File: config.mk
export PLATFORM = sky130hd
export DESIGN_NAME = ifetch_unit_flat
export DESIGN_NICKNAME = d
export VERILOG_FILES = /design/src/rtl/ifetch_unit_if.sv /design/src/rtl/ifetch_unit.sv /design/src/flat_wrapper.sv
export SDC_FILE = /design/constraint.sdc
export NUM_CORES = 1
export LEC_CHECK = 0
export BUFFER_PORTS_ARGS = -buffer_cell sky130_fd_sc_hd__buf_2
export CORE_ASPECT_RATIO = 0.7
export CORE_MARGIN = 2
export CORE_UTILIZATION = 45
export DETAILED_ROUTE_END_ITERATION = 10
export GPL_TIMING_DRIVEN = 0
export PLACE_DENSITY_LB_ADDON = 0.2
export SLEW_MARGIN = 20
export SYNTH_ARGS = -nofsm -noshare
export SYNTH_HDL_FRONTEND = slang
export SYNTH_SLANG_ARGS = --single-unit
export TNS_END_PERCENT = 20
File: constraint.sdc
create_clock -name clk -period 3.4 [get_ports clk]
set_clock_uncertainty 0.1 [all_clocks]
set_input_delay 0 -clock clk [delete_from_list [all_inputs] [get_ports clk]]
set_output_delay 0 -clock clk [all_outputs]
set_load 0.05 [all_outputs]
File: src/rtl/ifetch_unit_if.sv
// ifetch_unit_if: pipeline-control, instruction-memory and decode-side signals of ifetch_unit.
// o_stall_cnt exists only when IFETCH_STALL_CNT_EN is defined.
interface ifetch_unit_if;
  logic i_stall;
  logic i_redirect;
  logic [15:0] i_redirect_pc;
  logic o_imem_req;
  logic [15:0] o_imem_addr;
  logic i_imem_ack;
  logic [15:0] i_imem_rdata;
  logic [15:0] o_ir_id;
  logic [15:0] o_pc_id;
  logic o_ir_valid;
`ifdef IFETCH_STALL_CNT_EN
  logic [15:0] o_stall_cnt;
`endif
  modport master (
    input i_stall, i_redirect, i_redirect_pc, i_imem_ack, i_imem_rdata,
`ifdef IFETCH_STALL_CNT_EN
    output o_stall_cnt,
`endif
    output o_imem_req, o_imem_addr, o_ir_id, o_pc_id, o_ir_valid
  );
  modport slave (
    output i_stall, i_redirect, i_redirect_pc, i_imem_ack, i_imem_rdata,
`ifdef IFETCH_STALL_CNT_EN
    input o_stall_cnt,
`endif
    input o_imem_req, o_imem_addr, o_ir_id, o_pc_id, o_ir_valid
  );
endinterface

File: src/rtl/ifetch_unit.sv
// ifetch_unit: instruction fetch with one-entry stall buffer and redirect flush.
// Define IFETCH_STALL_CNT_EN to add the saturating o_stall_cnt counter.
module ifetch_unit #(
  parameter logic [15:0] RESET_PC = 16'h0000
) (
  input logic clk,
  input logic rst,
  ifetch_unit_if.master bus
);
  typedef enum logic [1:0] {FETCH, HOLD, FLUSH} state_t;
  state_t state, state_n;
  logic [15:0] pc, pc_n, tgt, tgt_n, buf_ir, buf_ir_n, buf_pc, buf_pc_n;
  logic [15:0] ir, ir_n, pc_id, pc_id_n;
  logic valid, valid_n;
  always_ff @(posedge clk) begin
    if (rst) begin
      state <= FETCH;
      pc <= RESET_PC;
      tgt <= '0;
      buf_ir <= '0;
      buf_pc <= '0;
      ir <= '0;
      pc_id <= '0;
      valid <= 1'b0;
    end else begin
      state <= state_n;
      pc <= pc_n;
      tgt <= tgt_n;
      buf_ir <= buf_ir_n;
      buf_pc <= buf_pc_n;
      ir <= ir_n;
      pc_id <= pc_id_n;
      valid <= valid_n;
    end
  end
  always_comb begin
    state_n = state;
    pc_n = pc;
    tgt_n = tgt;
    buf_ir_n = buf_ir;
    buf_pc_n = buf_pc;
    ir_n = ir;
    pc_id_n = pc_id;
    valid_n = valid;
    if (bus.i_redirect) begin
      ir_n = '0;
      valid_n = 1'b0;
      // an unacked request must complete before the target can be fetched
      if (state != HOLD && !bus.i_imem_ack) begin
        state_n = FLUSH;
        tgt_n = bus.i_redirect_pc;
      end else begin
        state_n = FETCH;
        pc_n = bus.i_redirect_pc;
      end
    end else if (state == FLUSH) begin
      if (bus.i_imem_ack) begin
        state_n = FETCH;
        pc_n = tgt;
      end
      if (!bus.i_stall) begin
        ir_n = '0;
        valid_n = 1'b0;
      end
    end else if (state == HOLD) begin
      if (!bus.i_stall) begin
        state_n = FETCH;
        ir_n = buf_ir;
        pc_id_n = buf_pc;
        valid_n = 1'b1;
      end
    end else if (bus.i_imem_ack) begin
      pc_n = pc + 16'd1;
      if (bus.i_stall) begin
        state_n = HOLD;
        buf_ir_n = bus.i_imem_rdata;
        buf_pc_n = pc;
      end else begin
        ir_n = bus.i_imem_rdata;
        pc_id_n = pc;
        valid_n = 1'b1;
      end
    end else if (!bus.i_stall) begin
      ir_n = '0;
      valid_n = 1'b0;
    end
  end
  assign bus.o_imem_req = !rst && state != HOLD;
  assign bus.o_imem_addr = pc;
  assign bus.o_ir_id = ir;
  assign bus.o_pc_id = pc_id;
  assign bus.o_ir_valid = valid;
`ifdef IFETCH_STALL_CNT_EN
  logic [15:0] stall_cnt;
  always_ff @(posedge clk) begin
    if (rst) stall_cnt <= '0;
    else if (bus.i_stall && valid && stall_cnt != 16'hFFFF) stall_cnt <= stall_cnt + 16'd1;
  end
  assign bus.o_stall_cnt = stall_cnt;
`endif
endmodule
File: src/flat_wrapper.sv
// flat-port wrapper written by rule: the top's interface ports become plain ports
module ifetch_unit_flat 
#(
  parameter logic [15:0] RESET_PC = 16'h0000
)
  (clk, rst, bus_i_stall, bus_i_redirect, bus_i_redirect_pc, bus_i_imem_ack, bus_i_imem_rdata, bus_o_imem_req, bus_o_imem_addr, bus_o_ir_id, bus_o_pc_id, bus_o_ir_valid);
  ifetch_unit_if bus_i ();
  input logic clk;
  input logic rst;
  input wire logic [$bits(bus_i.i_stall)-1:0] bus_i_stall;
  input wire logic [$bits(bus_i.i_redirect)-1:0] bus_i_redirect;
  input wire logic [$bits(bus_i.i_redirect_pc)-1:0] bus_i_redirect_pc;
  input wire logic [$bits(bus_i.i_imem_ack)-1:0] bus_i_imem_ack;
  input wire logic [$bits(bus_i.i_imem_rdata)-1:0] bus_i_imem_rdata;
  output wire logic [$bits(bus_i.o_imem_req)-1:0] bus_o_imem_req;
  output wire logic [$bits(bus_i.o_imem_addr)-1:0] bus_o_imem_addr;
  output wire logic [$bits(bus_i.o_ir_id)-1:0] bus_o_ir_id;
  output wire logic [$bits(bus_i.o_pc_id)-1:0] bus_o_pc_id;
  output wire logic [$bits(bus_i.o_ir_valid)-1:0] bus_o_ir_valid;
  assign bus_i.i_stall = bus_i_stall;
  assign bus_i.i_redirect = bus_i_redirect;
  assign bus_i.i_redirect_pc = bus_i_redirect_pc;
  assign bus_i.i_imem_ack = bus_i_imem_ack;
  assign bus_i.i_imem_rdata = bus_i_imem_rdata;
  assign bus_o_imem_req = bus_i.o_imem_req;
  assign bus_o_imem_addr = bus_i.o_imem_addr;
  assign bus_o_ir_id = bus_i.o_ir_id;
  assign bus_o_pc_id = bus_i.o_pc_id;
  assign bus_o_ir_valid = bus_i.o_ir_valid;
  ifetch_unit #(.RESET_PC(RESET_PC)) u_core (.clk(clk), .rst(rst), .bus(bus_i));
endmodule
==> results of run 1 <==
[how the worst max path moves through the flow]
stage	cells after the start	to	slack, ns	startpoint
global placement	6	u_core.bus.o_imem_addr[5]	1.05	u_core.state[0]
finish	8	u_core.bus.o_imem_addr[7]	1.03	u_core.state[0]
floorplan	5	u_core.bus.o_imem_addr[12]	1.18	u_core.bus.o_imem_addr[0]
detailed placement	6	u_core.bus.o_imem_addr[5]	1.01	u_core.state[0]
global route	7	u_core.bus.o_imem_addr[7]	0.91	u_core.state[1]
CTS	6	u_core.bus.o_imem_addr[5]	0.99	u_core.state[0]
[kinds of logic after synthesis]
kind of cell | share of synthesized area, %
compound gates | 20.1
xor+xnor | 0.191
fa+ha+maj | 1.09
buf+inv | 5.67
flops | 43.2
mux | 8.72
simple gates | 21.1
[cell usage after synthesis, types with 2 or more instances]
cell type and n:
a21oi_1 72, nand3b_1 3, mux2i_1 22, buf_1 2, o22ai_1 3, a22oi_1 16
nor3b_1 6, nor2_1 43, mux2_2 16, o41ai_1 3, nand3_1 6, a311oi_1 2
ha_1 4, nand2_1 117, a211oi_1 23, o211a_1 2, and4_1 3, nor4_1 6
clkbuf_1 22, buf_2 18, nor3_1 3, buf_4 5, nand4_1 4, nor2b_1 3
dfxtp_1 99, and3_1 3, o21ai_0 14, inv_1 10, nand2b_1 5
[layout make-up]
class	count	area, um^2	share of cell area [%]
multi-input cells	404	2350	40.5
inverters	10	37.5	0.647
well taps	128	160	2.76
clock inverters	7	57.6	0.992
clock buffers	9	225	3.88
flip-flops and latches	99	1980	34.2
repair buffers	119	766	13.2
plain buffers	48	223	3.84
[routing by layer]
layer,track usage (%),vias to the layer above,share of wire (%)
met5,0,-,0
met4,6.84,0,0.69
met3,8.16,8,8.7
met2,38.1,183,44
met1,35.1,2133,47
li1,-,2226,-
[worst max-delay path: stages (launching register included)]
cell and delay [ns]:
dfxtp_1 0.34, inv_1 0.07, ha_1 0.26, buf_2 0.27, buf_1 0.44, nand2_1 0.09
o21ai_0 0.37, o21ai_0 0.18, a21oi_1 0.16
[per-stage QoR]
stage,util [%],setup slack [ns],hold WS (ns)
after floorplan,-,1.18,0.0360
after global placement,52.8,1.05,0.148
after detailed placement,52.8,1.01,0.157
after CTS,59.2,0.986,0.0439
after global routing,59.2,0.908,0.0979
final,59.2,1.03,0.0688
[power groups by stage]
stage	sequential (mW)	combinational, mW	clock [mW]
after floorplan	1.37	0.229	0
after global placement	1.27	0.453	0
final	1.25	0.496	0.988
after global routing	1.26	0.535	1.06
after CTS	1.25	0.490	1.01
after detailed placement	1.28	0.459	0
[flip-flops by register name, summed over array words and instances (netlist names), named ones only]
| name | count |
|---|---|
| u_core.buf_ir | 16 |
| u_core.buf_pc | 16 |
| u_core.bus.o_imem_addr | 16 |
| u_core.bus.o_ir_id | 16 |
| u_core.bus.o_pc_id | 16 |
| u_core.tgt | 16 |
| u_core.state | 2 |
==> impl_results.md, run 1 <==
- Most common cell after layout, fill and taps aside: nand2_1
- Initial antenna violation count: 0
- Starting Density: between 40% and 50%
- Class of the worst hold path: input port to flop
- Rows: 30
- Worst skew pair latency: about 0.36 ns
- CTS tree: built
- Dpl hpwl: 9840 um
- Core area: 0.00980 mm^2
- Layout area overhead: 26.3%
- CP endpoint kind: flop
- Largest area contributor in the netlist: dfxtp_1
- Net Sw Frac: between 30 and 40%
- Routed len/inst: around 17 um
- First-pass GRT wire length: 21400 um
- Min cycle time layout: between 2 and 2.5 ns
- P_leak: around 2.3 nW
- Layout filler cell count: roughly 870
- Clock sinks: approximately 100
- Reg2reg path depth: 8
- CP Max Fanout: 10
- RSZ-0062 raised after global routing: false
- Final Cell Area: about 0.0058 mm^2
- DR vias: roughly 4600
- Worst setup SP type: flop
- Hold Crit Endpoint: u_core.bus.o_imem_addr[12]
- Post-CTS Setup Inserts: 0
- Slew HR: between 40% and 50%
- Total grt overflow: 0
- Layout Nets: between 700 and 800
- Yosys reg bits: 99
- Slew @ Worst Pin: a little under 0.9 ns
- Number of global-route vias before repair: just over 4000
- Synth warn: 0
- Max-cap violations: 0
- Fraction of layout cells with a size suffix above 1: between 20% and 30%
- Inserted Diodes: 0
- Hold Crit Start: bus_i_imem_ack
- Post-route ant nets: 0
- Cell area power density: about 470 mW/mm^2
- Post-DR vias/cell: 5.52
- Total Power: roughly 2.7 mW
- Depth of the CTS H-tree: 3
- Mean post-synth cell area: about 8.2 um^2
- Internal Power: ~1.9 mW
- CTS root buf: clkbuf_16
- Final Max Tran Viols: 0
- Register share of total power: between 40% and 50%
- Dominant synthesized flop cell: dfxtp_1
- Clock transition at path regs: 0.07 ns
- Most frequent cells in the layout: nand2_1, buf_2, dfxtp_1
- Die area: ~0.011 mm^2
- Clock Tree Buf Depth: 2
- Largest net degree at the start of global routing: 19
- Combinational share of power: a little under a fifth
- Die width: roughly 120 um
- Non-Filler Instances: 824
- Worst EP required: around 3.6 ns
- Psw: roughly 0.85 mW
- VDD IR-drop max: a little under 300 uV
- Worst hold path cell count: 4
- Die height: roughly 90 um
- Fin. Hold Viols: 0
- Critical path data arrival time: ~2.6 ns
- EDFF count, synth: 0
- Synth top area share: 43.2%
- Mapped cell area: around 0.0046 mm^2
- GPL Wtd Cong: around 0.89
- Drt drc: 0
- Sequential element share of the synthesized area: around 43%
- # placed instances: around 770
- Worst R2R Start: u_core.state[0]
- FFs w/ async S/R, synth: 0%
- Tot GR Track Use: 25.2%
- Final cycle utilization of the critical path: a little over two thirds
- Syn_nets: 602
- Routed wire length: between 10000 and 15000 um
- Mapped Cells: roughly 560
- # setup viols final: 0
- Post-synth cell types: 55
- Largest cells by area after synthesis: dfxtp_1, nand2_1, a21oi_1, mux2i_1, mux2_2
- Placement Cell Area: slightly above 0.005 mm^2
- Setup TNS: 0 ns
- Critical R2R Capture: u_core.bus.o_imem_addr[7]
- Ports: 87
- Drt pass-1 iters: 5
- Cts hold-fix bufs: 34
- Run status: finished, final reports clean
- R2R Setup Slk: between 1 and 1.5 ns
- First DRT Iteration DRCs: a little under 400
- Kind of critical path: flop to flop
- Top achievable clock speed: approximately 420 MHz
- I/O Buffers: 85
- # resized after CTS: 0
- Clk pwr share: between 30% and 40%
- TritonCTS Buffers: 9
No activity file was read; power rests on OpenSTA's default activity.
==> run 2, diff against run 1 <==
- clock period: 3.4 -> 2.3 ns (I/O delays scaled with it)
==> impl_results.md, run 2 (same netlist as run 1, synthesis figures left out) <==
- Run status: finished, final reports clean
- M1 WL: 6370 um (about the same)
- Drt drc: 0 (unchanged)
- CP max stage delay: 0.35 ns (-0.09 ns)
- First DRT Iteration DRCs: 385 (-2.5%)
- Routed met3 length: 1150 um (-3.6%)
- Worst skew pair latency: 0.36 ns (about the same)
- Post-DR vias/cell: 5.50 (-0.33%)
- Min cycle time layout: 2.23 ns (-0.140 ns)
- Non-Filler Instances: 824 (unchanged)
- Slew HR: 54.2% (+14 points)
- Core area: 0.00980 mm^2 (unchanged)
- CP cell instances: inv_1 > ha_1 > buf_2 > clkbuf_2 > nand2_1 > o21ai_0 > o21ai_0 > a21oi_1
- Worst EP required: 2.48 ns (-1.10 ns)
- Rows: 30 (unchanged)
- Top delay family on crit path: compound AO/OA/AOI/OAI gates
- Register share of total power: 45.7% (about the same)
- Cell area power density: 695 mW/mm^2 (+47%)
- Clock Tree Buf Depth: 2 (unchanged)
- Slew @ Worst Pin: 0.688 ns (-0.202 ns)
- Depth of the CTS H-tree: 3 (unchanged)
- DR vias: 4535 (-0.33%)
- Kind of critical path: flop to flop
- Ports: 87 (unchanged)
- Initial antenna violation count: 0 (unchanged)
- Starting Density: 46.9% (unchanged)
- Layout area overhead: 26.8%
- Inserted Diodes: 0 (unchanged)
- Tot GR Track Use: 25.2% (unchanged)
- Worst Path Buf+Inv: 3 (unchanged)
- Die area: 0.0110 mm^2 (unchanged)
- Die width: 125 um (unchanged)
- Clk pwr share: 36.0% (about the same)
- Fraction of layout cells with a size suffix above 1: 22.1% (+0.57 points)
- CTS root buf: clkbuf_16
- Psw: 1.25 mW (+48%)
- Combinational share of power: 18.3% (+0.2 points)
- WL met2: 6010 um (-0.27%)
- Worst path slowest cell: o21ai_0
- CTS tree: built
- Clock sinks: 99 (unchanged)
- Max-cap violations: 0 (unchanged)
- Post-route ant nets: 0 (unchanged)
- # setup viols final: 0 (unchanged)
- Drt pass-1 iters: 5 (unchanged)
- CP most frequent cell: o21ai_0
- Worst setup SP type: flop
- Top achievable clock speed: 448 MHz (+6.3%)
- Largest net degree at the start of global routing: 19 (unchanged)
- DR top layer: met4
- Layout Nets: 732 (unchanged)
- Internal Power: 2.79 mW (+48%)
- Routed len/inst: 16.6 um (-0.16%)
- Dpl hpwl: 9840 um (unchanged)
- Critical path data arrival time: 2.42 ns (-0.14 ns)
- GPL Wtd Cong: 0.888 (unchanged)
- Post-CTS Setup Inserts: 0 (unchanged)
- First-pass GRT wire length: 21400 um (unchanged)
- Die height: 88.5 um (unchanged)
- Clock transition at path regs: 0.07 ns (about the same)
- Most frequent cells in the layout: nand2_1, buf_2, dfxtp_1
- I/O Buffers: 85 (unchanged)
- RSZ-0062 raised after global routing: true
- Fin. Hold Viols: 0 (unchanged)
- CP Max Fanout: 10 (unchanged)
- CP endpoint kind: flop
- Total Power: 4.04 mW (+48%)
- P_leak: 2.27 nW (+0.43%)
- Routed wire length: 13700 um (-0.16%)
- # placed instances: 774 (unchanged)
- Total grt overflow: 0 (unchanged)
- Class of the worst hold path: input port to flop
- Final Max Tran Viols: 0 (unchanged)
- Final cycle utilization of the critical path: 97.1% (+27 points)
- Most common cell after layout, fill and taps aside: nand2_1
- Net Sw Frac: 30.9% (-0.031 points)
- TritonCTS Buffers: 9 (unchanged)
- Number of global-route vias before repair: 4048 (unchanged)
- VDD IR-drop max: 434 uV (+48%)
==> run 2: cell count changes in the layout (fill, tap and decap cells not counted), sizes merged <==
cell / change
clkbuf: +1
buf: -1
==> run 2: cell type report <==
cell class / count / area [um^2]
buffer: 48 / 225
clock buffer: 9 / 225
clock inverter: 7 / 57.6
fill: 874 / 3980
inverter: 10 / 37.5
multi-input combinational: 404 / 2370
sequential: 99 / 1980
tap: 128 / 160
timing repair buffer: 119 / 766
==> run 2: worst reg2reg max path: cells and delay by family (launching register included) <==
kind	cells	cell delay [ns]
buffers and inverters	3	0.66
AOI/OAI and AO/OA	3	0.69
and+or+nand+nor	1	0.08
DFF	1	0.34
adders and majority gates	1	0.29
==> run 2: power groups by stage <==
stage / clock network (mW) / logic (mW) / registers [mW]
after floorplan: 0 / 0.339 / 2.02
after global placement: 0 / 0.669 / 1.88
after detailed placement: 0 / 0.679 / 1.89
after CTS: 1.49 / 0.725 / 1.85
after global routing: 1.57 / 0.796 / 1.86
final: 1.46 / 0.739 / 1.85
==> run 2: through the flow <==
| step | setup slack, ns | util [%] | setup TNS [ns] | hold WS (ns) | cell area, um^2 |
|---|---|---|---|---|---|
| 6_report | 0.0660 | 59.4 | 0 | 0.0692 | 5820 |
| 5_1_grt | -0.0147 | 59.4 | -0.0318 | 0.103 | 5820 |
| 4_1_cts | 0.0150 | 59.2 | 0 | 0.0439 | 5800 |
| 3_5_place_dp | -0.0912 | 52.8 | -0.0912 | 0.157 | 5180 |
| 3_3_place_gp | -0.0501 | 52.8 | -0.0501 | 0.148 | 5180 |
| 2_1_floorplan | 0.0810 | - | 0 | 0.0360 | 4590 |
==> run 2: per-layer routing <==
metal,vias to the layer above,global-route usage (%)
li1,2227,-
met1,2122,35.1
met2,172,38.1
met3,14,8.16
met4,0,6.84
met5,-,0
==> run 2: path summary, 6_finish.rpt <==
path / startpoint / endpoint / slack (ns) / depth (start not counted)
worst max-delay path: u_core.state[0] / u_core.bus.o_imem_addr[7] / 0.07 / 8
worst min-delay path: bus_i_imem_ack / u_core.bus.o_imem_addr[12] / 0.07 / 4
worst max register to register: u_core.state[0] / u_core.bus.o_imem_addr[7] / 0.07 / 8
worst min register to register: u_core.buf_pc[6] / u_core.buf_pc[6] / 0.36 / 2
==> run 2: timing repair <==
action	in CTS	in global routing
resized for setup	1	6
endpoints found under the setup margin	1	35
hold buffers	34	0
pin swaps	0	0
endpoints found under the hold margin	60	0
